===== config.mk =====
export PLATFORM = sky130hd
export DESIGN_NAME = mem_arbiter_flat
export DESIGN_NICKNAME = d
export VERILOG_FILES = /design/src/rtl/mem_arbiter_if.sv /design/src/rtl/mem_arbiter.sv /design/src/flat_wrapper.sv
export SDC_FILE = /design/constraint.sdc
export NUM_CORES = 1
export LEC_CHECK = 0
export ABC_AREA = 1
export BUFFER_PORTS_ARGS = -buffer_cell sky130_fd_sc_hd__buf_4
export CORE_MARGIN = 1
export CORE_UTILIZATION = 45
export CTS_BUF_LIST = sky130_fd_sc_hd__clkbuf_4 sky130_fd_sc_hd__clkbuf_8
export DETAILED_ROUTE_END_ITERATION = 8
export PLACE_DENSITY = 0.78
export SYNTH_ARGS = -nofsm -noshare
export SYNTH_HDL_FRONTEND = slang
export SYNTH_SLANG_ARGS = --single-unit

===== constraint.sdc =====
create_clock -name clk -period 1.4 [get_ports clk]
set_input_delay 0.28 -clock clk [delete_from_list [all_inputs] [get_ports clk]]
set_output_delay 0.28 -clock clk [all_outputs]
set_load 0.005 [all_outputs]

===== src/rtl/mem_arbiter_if.sv =====
// mem_arbiter_if: bundles the fetch port, the load/store port and the
// memory port of the d16 memory arbiter.
//   slave  : arbiter view (takes requests and mem_rdata, drives acks, rdata,
//            mem_* strobes and busy)
//   master : environment view (requesters plus memory)
interface mem_arbiter_if #(
   parameter int ADDR_WIDTH = 16,
   parameter int DATA_WIDTH = 16
);
   // fetch port
   logic                  i_req;
   logic [ADDR_WIDTH-1:0] i_addr;
   logic [DATA_WIDTH-1:0] i_rdata;
   logic                  i_ack;
   // load/store port
   logic                  d_req;
   logic                  d_we;
   logic [ADDR_WIDTH-1:0] d_addr;
   logic [DATA_WIDTH-1:0] d_wdata;
   logic [DATA_WIDTH-1:0] d_rdata;
   logic                  d_ack;
   // memory port
   logic                  mem_en;
   logic                  mem_we;
   logic [ADDR_WIDTH-1:0] mem_addr;
   logic [DATA_WIDTH-1:0] mem_wdata;
   logic [DATA_WIDTH-1:0] mem_rdata;
   // status
   logic                  busy;

   modport slave (
      input  i_req, i_addr, d_req, d_we, d_addr, d_wdata, mem_rdata,
      output i_rdata, i_ack, d_rdata, d_ack, mem_en, mem_we, mem_addr,
             mem_wdata, busy
   );

   modport master (
      output i_req, i_addr, d_req, d_we, d_addr, d_wdata, mem_rdata,
      input  i_rdata, i_ack, d_rdata, d_ack, mem_en, mem_we, mem_addr,
             mem_wdata, busy
   );
endinterface


===== src/rtl/mem_arbiter.sv =====
// mem_arbiter: shares one synchronous single-port memory between the fetch
// unit and the load/store unit. Requests are sampled only in IDLE; each
// access runs IDLE -> ISSUE -> WAIT (MEM_LATENCY cycles) -> DONE. Data wins
// contention unless fetch has lost STARVE_LIMIT contested grants in a row.
// Ports:
//   clk  - system clock, rising edge
//   rst  - asynchronous reset, active low
//   bus  - mem_arbiter_if.slave: fetch req/ack, data req/ack, memory port,
//          busy. All outputs are registered.
module mem_arbiter #(
   parameter int ADDR_WIDTH   = 16,
   parameter int DATA_WIDTH   = 16,
   parameter int MEM_LATENCY  = 1,
   parameter int STARVE_LIMIT = 3
) (
   input  logic          clk,
   input  logic          rst,
   mem_arbiter_if.slave  bus
);
   typedef enum logic [1:0] {IDLE, ISSUE, WAIT, DONE} state_t;

   localparam logic [2:0] LAT  = 3'(MEM_LATENCY);
   localparam logic [2:0] SLIM = 3'(STARVE_LIMIT);

   state_t                state, state_nx;
   logic [2:0]            wcnt, wcnt_nx;
   logic [2:0]            starve_cnt, starve_nx;
   logic                  grant_i, grant_d;
   logic                  cap;
   logic                  owner_d;     // 1 = current access belongs to data port
   logic                  mem_en_q, mem_en_nx;
   logic                  i_ack_q, i_ack_nx;
   logic                  d_ack_q, d_ack_nx;
   logic                  busy_q, busy_nx;
   logic                  mem_we_q;
   logic [ADDR_WIDTH-1:0] mem_addr_q;
   logic [DATA_WIDTH-1:0] mem_wdata_q;
   logic [DATA_WIDTH-1:0] i_rdata_q, d_rdata_q;

   always_ff @(posedge clk or negedge rst) begin
      if (!rst) state <= IDLE;
      else      state <= state_nx;
   end

   always_comb begin
      state_nx  = state;
      wcnt_nx   = wcnt;
      starve_nx = starve_cnt;
      grant_i   = 1'b0;
      grant_d   = 1'b0;
      cap       = 1'b0;
      mem_en_nx = 1'b0;
      i_ack_nx  = 1'b0;
      d_ack_nx  = 1'b0;
      case (state)
         IDLE: begin
            // data wins unless fetch is also asking and has hit the limit
            if (bus.d_req && (!bus.i_req || starve_cnt < SLIM)) grant_d = 1'b1;
            else if (bus.i_req)                                 grant_i = 1'b1;
            // count only grants that actually made fetch wait
            if (grant_d && bus.i_req)       starve_nx = starve_cnt + 3'd1;
            else if (grant_i || !bus.i_req) starve_nx = 3'd0;
            if (grant_i || grant_d) begin
               state_nx  = ISSUE;
               mem_en_nx = 1'b1;        // registered, so high during ISSUE
            end
         end
         ISSUE: begin
            state_nx = WAIT;
            wcnt_nx  = LAT;
         end
         WAIT: begin
            wcnt_nx = wcnt - 3'd1;
            if (wcnt == 3'd1) begin
               state_nx = DONE;
               cap      = 1'b1;
               i_ack_nx = !owner_d;
               d_ack_nx = owner_d;
            end
         end
         DONE: state_nx = IDLE;
         default: state_nx = IDLE;
      endcase
      busy_nx = (state_nx != IDLE);
   end

   always_ff @(posedge clk or negedge rst) begin
      if (!rst) begin
         wcnt        <= '0;
         starve_cnt  <= '0;
         owner_d     <= 1'b0;
         mem_en_q    <= 1'b0;
         mem_we_q    <= 1'b0;
         mem_addr_q  <= '0;
         mem_wdata_q <= '0;
         i_ack_q     <= 1'b0;
         d_ack_q     <= 1'b0;
         busy_q      <= 1'b0;
         i_rdata_q   <= '0;
         d_rdata_q   <= '0;
      end else begin
         wcnt       <= wcnt_nx;
         starve_cnt <= starve_nx;
         mem_en_q   <= mem_en_nx;
         i_ack_q    <= i_ack_nx;
         d_ack_q    <= d_ack_nx;
         busy_q     <= busy_nx;
         // memory command is latched only when leaving IDLE and held after
         if (grant_i || grant_d) begin
            owner_d     <= grant_d;
            mem_we_q    <= grant_d && bus.d_we;
            mem_addr_q  <= grant_d ? bus.d_addr : bus.i_addr;
            mem_wdata_q <= grant_d ? bus.d_wdata : '0;
         end
         if (cap && !mem_we_q) begin
            if (owner_d) d_rdata_q <= bus.mem_rdata;
            else         i_rdata_q <= bus.mem_rdata;
         end
      end
   end

   assign bus.mem_en    = mem_en_q;
   assign bus.mem_we    = mem_we_q;
   assign bus.mem_addr  = mem_addr_q;
   assign bus.mem_wdata = mem_wdata_q;
   assign bus.i_ack     = i_ack_q;
   assign bus.d_ack     = d_ack_q;
   assign bus.i_rdata   = i_rdata_q;
   assign bus.d_rdata   = d_rdata_q;
   assign bus.busy      = busy_q;
endmodule


===== src/flat_wrapper.sv =====
// flat-port wrapper written by rule: the top's interface ports become plain ports
module mem_arbiter_flat 
#(
   parameter int ADDR_WIDTH   = 16,
   parameter int DATA_WIDTH   = 16,
   parameter int MEM_LATENCY  = 1,
   parameter int STARVE_LIMIT = 3
)
  (clk, rst, bus_i_req, bus_i_addr, bus_d_req, bus_d_we, bus_d_addr, bus_d_wdata, bus_mem_rdata, bus_i_rdata, bus_i_ack, bus_d_rdata, bus_d_ack, bus_mem_en, bus_mem_we, bus_mem_addr, bus_mem_wdata, bus_busy);
  mem_arbiter_if #(.ADDR_WIDTH(ADDR_WIDTH), .DATA_WIDTH(DATA_WIDTH)) bus_i ();
  input  logic clk;
  input  logic rst;
  input wire logic [$bits(bus_i.i_req)-1:0] bus_i_req;
  input wire logic [$bits(bus_i.i_addr)-1:0] bus_i_addr;
  input wire logic [$bits(bus_i.d_req)-1:0] bus_d_req;
  input wire logic [$bits(bus_i.d_we)-1:0] bus_d_we;
  input wire logic [$bits(bus_i.d_addr)-1:0] bus_d_addr;
  input wire logic [$bits(bus_i.d_wdata)-1:0] bus_d_wdata;
  input wire logic [$bits(bus_i.mem_rdata)-1:0] bus_mem_rdata;
  output wire logic [$bits(bus_i.i_rdata)-1:0] bus_i_rdata;
  output wire logic [$bits(bus_i.i_ack)-1:0] bus_i_ack;
  output wire logic [$bits(bus_i.d_rdata)-1:0] bus_d_rdata;
  output wire logic [$bits(bus_i.d_ack)-1:0] bus_d_ack;
  output wire logic [$bits(bus_i.mem_en)-1:0] bus_mem_en;
  output wire logic [$bits(bus_i.mem_we)-1:0] bus_mem_we;
  output wire logic [$bits(bus_i.mem_addr)-1:0] bus_mem_addr;
  output wire logic [$bits(bus_i.mem_wdata)-1:0] bus_mem_wdata;
  output wire logic [$bits(bus_i.busy)-1:0] bus_busy;
  assign bus_i.i_req = bus_i_req;
  assign bus_i.i_addr = bus_i_addr;
  assign bus_i.d_req = bus_d_req;
  assign bus_i.d_we = bus_d_we;
  assign bus_i.d_addr = bus_d_addr;
  assign bus_i.d_wdata = bus_d_wdata;
  assign bus_i.mem_rdata = bus_mem_rdata;
  assign bus_i_rdata = bus_i.i_rdata;
  assign bus_i_ack = bus_i.i_ack;
  assign bus_d_rdata = bus_i.d_rdata;
  assign bus_d_ack = bus_i.d_ack;
  assign bus_mem_en = bus_i.mem_en;
  assign bus_mem_we = bus_i.mem_we;
  assign bus_mem_addr = bus_i.mem_addr;
  assign bus_mem_wdata = bus_i.mem_wdata;
  assign bus_busy = bus_i.busy;
  mem_arbiter #(.ADDR_WIDTH(ADDR_WIDTH), .DATA_WIDTH(DATA_WIDTH), .MEM_LATENCY(MEM_LATENCY), .STARVE_LIMIT(STARVE_LIMIT)) u_core (.clk(clk), .rst(rst), .bus(bus_i));
endmodule

### Word level (Yosys, flattened, before mapping)

Index checks and enable logic that the tools add are counted.

* reductions and logical operators: 18
* equality and inequality tests: 4
* $lt $le $gt $ge: 1
* bitwise gates (word level): 1
* $add $sub $neg: 2
* muxes and demuxes: 23

Operators by type and width (number)
* $mux W16: 2
* $mux W1: 15
* $pmux W2 S4: 1
* $mux W3: 2
* $pmux W3 S2: 1
* $reduce_and A2 Y1: 3
* $reduce_bool A2 Y1: 3
* $eq A2 B2 Y1 const B: 2
* $logic_and A1 B1 Y1: 4
* $logic_or A1 B1 Y1: 4
* $mux W2: 2
* $add A3 B1 Y3 const B: 1
* $eq A3 B1 Y1 const B: 1
* $logic_not A1 Y1: 3
* $lt A3 B2 Y1 const B: 1
* $sub A3 B1 Y3 const B: 1
* $eq A2 B1 Y1 const B: 1
* $logic_not A2 Y1: 1
* $not A1 Y1: 1

* bits of input ports: 69
* register bits after elaboration: 78
* output and inout port bits: 69

### Longest topological paths before layout

* word-level depth: 9
* mapped depth: 10
* gate-level depth less buffers: 8

### Worst setup path before layout

No wires, ideal clock.

* kind: flip-flop to flip-flop
* start: register u_core.state[0]
* end: register u_core.d_rdata_q[11], in the netlist u_core.bus.d_rdata[11]
* data arrival time: 1.288 ns
* stages on the path, launching flop included: 9
* slack: -0.009 ns
* required time: 1.279 ns
* cells stage by stage: dfrtp_1 > inv_1 > ha_1 > nand3_1 > nor2_1 > nand2_1 > buf_2 > nand2_1 > o21ai_1

* word-level cells in the longest chain between the ends: 4

RTL lines
* start: declaration: RTL line mem_arbiter.sv:25 `state_t state, state_nx;`
* start signal: assignment: RTL line mem_arbiter.sv:42 `else state <= state_nx;`
* $eq A2 B2 Y1: RTL line mem_arbiter.sv:55 `case (state)`
* $mux W1: RTL line mem_arbiter.sv:55
* $logic_and A1 B1 Y1: RTL line mem_arbiter.sv:115 `if (cap && !mem_we_q) begin`
* $reduce_and A2 Y1 (no source line)
* end signal: assignment: RTL line mem_arbiter.sv:116 `if (owner_d) d_rdata_q <= bus.mem_rdata;`
* end: declaration: RTL line mem_arbiter.sv:38 `logic [DATA_WIDTH-1:0] i_rdata_q, d_rdata_q;`

No other way between the ends.
A chain may end at the register's enable or synchronous reset.

### Worst setup path after layout

* start: register u_core.state[0]
* end: register u_core.d_rdata_q[7], in the netlist u_core.bus.d_rdata[7]

Same word-level chain as after synthesis.

==> summary.txt <==
Run status
  – Status: complete, but fails checks
  – Failing checks: setup timing

Timing
  – Setup TNS: -0.02766 ns
  – Final Hold Fails: 0
  – Min Hold Slack: around 0.13 ns
  – Max Slew Vio Count: 0
  – Worst-margin pin slew: 0.3186 ns
  – Final critical-path required period: between 1 and 1.5 ns
  – RSZ-0062 raised after global routing: true
  – Skew final: ~0.0074 ns
  – Final setup viols: 1
  – Max-slew headroom: 0.7876
  – Fmax: 0.7004 GHz
  – Fin worst setup slack: -0.02766 ns
  – Final worst path period share: 1.020

Synth
  – Synth top area cells: dfrtp_1, nand2_1, inv_1
  – Adder-cell share of the synthesized area: 0.01815
  – Post-Syn Area per Cell: 8.207 sq um
  – Synth top area share: 0.5662
  – Most frequent cells after synthesis: nand2_1, dfrtp_1, inv_1
  – Xor/xnor share of the synthesized area: 0.007623
  – Number of synthesized flops with an enable pin: 0
  – Yosys top cell by area: dfrtp_1
  – Ys async rst share: 1.000
  – YS warnings: 0
  – Most common cell in the netlist: nand2_1
  – #FFs+latches synth: 78
  – Area share of and/or/nand/nor cells after synthesis: 0.2338
  – Compound-gate portion of the synthesized area: 0.06461
  – Register area share after synthesis: 0.5662
  – Ys flop type: dfrtp_1
  – Synth Instances: 420
  – Syn nets: 494
  – Cell Area, Synth: roughly 3400 sq um
  – Largest family of logic cells by synthesized area: simple AND/OR/NAND/NOR gates
  – Synth unique cells: 22
  – Mux share of post-synthesis cell area: 0

Route
  – TritonRoute pass-1 iters: 4
  – Wire per inst: between 10 and 15 um
  – Drt total wl: 8.752 mm
  – Remaining DRCs: 0
  – DR top layer: met4
  – Routed vias: ~3200
  – First DRT Iteration DRCs: 99
  – DRT antenna net count: 0
  – Wire length on met2: around 4.4 mm
  – Metal3 WL: 614 um
  – Vias per std cell: 4.691
  – Met1 wire length: 3.750 mm

CTS
  – Max Root-Sink Buffers: 2
  – Clock-pin slew on the worst setup and hold paths: 0.08 ns
  – CTS tree: built
  – CTS Root Cell: clkbuf_8
  – CTS sink cnt: 78
  – H-tree depth: 3
  – Worst-Skew Late Latency: approximately 0.34 ns
  – Num CTS Buffers: 9

Critical path
  – CP Capture Type: flop
  – Crit path launch type: flop
  – Worst Path Required: 1.62 ns
  – Worst setup path class: reg -> reg
  – Worst-path maximum fanout: 32
  – CP arrival: between 1.5 and 2 ns

Finish
  – Final Net Count: between 600 and 700
  – Fillers: about 560
  – Multi-input gate area: 1244 sq um
  – Reg area: just under 2000 sq um
  – Share of layout cells above drive strength 1: 0.3588
  – Final Util: 0.6998
  – Area Overhead vs Synth: 48.82%
  – Cell Count, Final, Fillers Out: just under 700
  – Diode count: 0

Die
  – Top-level port count: 138
  – Die H: 89.52 um
  – FP Rows: 31
  – Core area: 7331 sq um
  – Initial core utilization: 0.4702
  – Die X: between 80 and 90 um
  – Die ar.: roughly 8000 sq um

GRT
  – Largest net degree at the start of global routing: 38
  – Total grt overflow: 0
  – Number of global-route vias before repair: between 2000 and 3000
  – Initial antenna violation count: 0
  – First-pass GRT wire length: 12.81 mm
  – Tot GR Track Use: 0.2107

Hold path
  – Hold Path Class: in -> reg

Placement
  – DP Cell Count: about 650
  – # port buffers: ~140
  – Dpl hpwl: a little over 6 mm
  – GP Congestion: slightly above 0.7

Pwr
  – Pwr Total: between 10 and 15 mW
  – Static Leak: 3.005 nW
  – Pwr Density: 2094 nW/um^2
  – Maximum VDD drop: roughly 0.84 mV

Job
  – Max-cap viol count: 0
[per-layer routing]
layer	up-vias	global-route usage
li1	1567	-
met1	1461	0.2650
met2	141	0.3685
met3	2	0.05171
met4	0	0.04618
met5	-	0
[through the flow]
step	area [sq um]	setup slack, ns
floorplan	3450	0.007412
global placement	4668	-0.05801
detailed placement	4668	-0.1591
CTS	4928	-0.01750
global route	5130	-0.08379
finish	5130	-0.02766
[worst max-delay path, stage by stage (launching register included)]
cell and delay [ns]:
dfrtp_1 0.38, inv_2 0.09, ha_4 0.17, nand3_4 0.08, nor2_4 0.15, nand2_2 0.08, buf_12 0.17, nand2_1 0.09
o21ai_1 0.09
[power breakdown]
group	internal [mW]	leakage [nW]	switching (mW)	total [mW]
logic	2.57	1.92	2.29	4.87
clock network	1.01	0.114	0.848	1.86
registers	3.31	0.970	0.710	4.02
total	6.89	3.01	3.85	10.7
[sequential cells by signal, indices dropped and copies added (netlist names)]
name / flops
u_core.bus.mem_wdata: 16
u_core.owner_d: 1
u_core.bus.d_rdata: 16
u_core.bus.i_ack: 1
u_core.bus.mem_addr: 16
u_core.bus.mem_we: 1
u_core.bus.d_ack: 1
u_core.bus.mem_en: 1
u_core.bus.busy: 1
u_core.wcnt: 3
u_core.bus.i_rdata: 16
u_core.starve_cnt: 3
u_core.state: 2
[area by class of cell]
| cell class | instances | share of cell area |
|---|---|---|
| clock buffers | 9 | 0.02415 |
| clock inverters | 7 | 0.01878 |
| inverters | 75 | 0.05683 |
| multi-input cells | 251 | 0.2424 |
| flip-flops and latches | 78 | 0.3805 |
| well taps | 99 | 0.02415 |
| repair buffers | 157 | 0.2532 |
[what timing repair did]
action | 4_1_cts | 5_1_grt
gates cloned | 0 | 3
setup endpoints to repair | 71 | 66
pin swaps | 0 | 5
resized for setup | 7 | 28
setup buffers | 0 | 3
endpoints found under the hold margin | 20 | 0
hold buffers | 1 | 0
[worst paths after layout]
path	to	slack, ns	from	cells past startpoint
setup reg to reg	u_core.bus.d_rdata[7]	-0.03	u_core.state[0]	8
hold / removal	u_core.bus.mem_wdata[4]	0.13	bus_d_wdata[4]	3
setup / recovery	u_core.bus.d_rdata[7]	-0.03	u_core.state[0]	8
max in group asynchronous	u_core.bus.d_rdata[3]	0.51	rst	3
hold reg to reg	u_core.bus.i_ack	0.48	u_core.owner_d	1
min in group asynchronous	u_core.bus.mem_wdata[9]	0.39	rst	2
[cells in the final DEF (no fill, tap or decap), types with 2 or more instances in the layout]
cell type	instances
nand3_1	20
inv_1	63
nor2_1	3
o21ai_2	5
clkinv_2	2
a21oi_1	2
dfrtp_1	78
buf_12	6
bufinv_16	2
nand2_2	5
xor2_1	2
clkbuf_16	2
buf_4	146
nand2_1	165
nand3_4	2
ha_1	2
inv_2	10
nand2_4	6
o21ai_1	28
inv_6	4
buf_6	2
clkbuf_8	9
o21ai_0	3
ha_4	3
[cells by family after synthesis]
kind of cell	Yosys count
and+or+nand+nor	202
buffers and inverters	91
DFF	78
AOI/OAI and AO/OA	41
adders and majority gates	5
xor gates and xnor gates	3
Power figures use the tool's default switching activity.
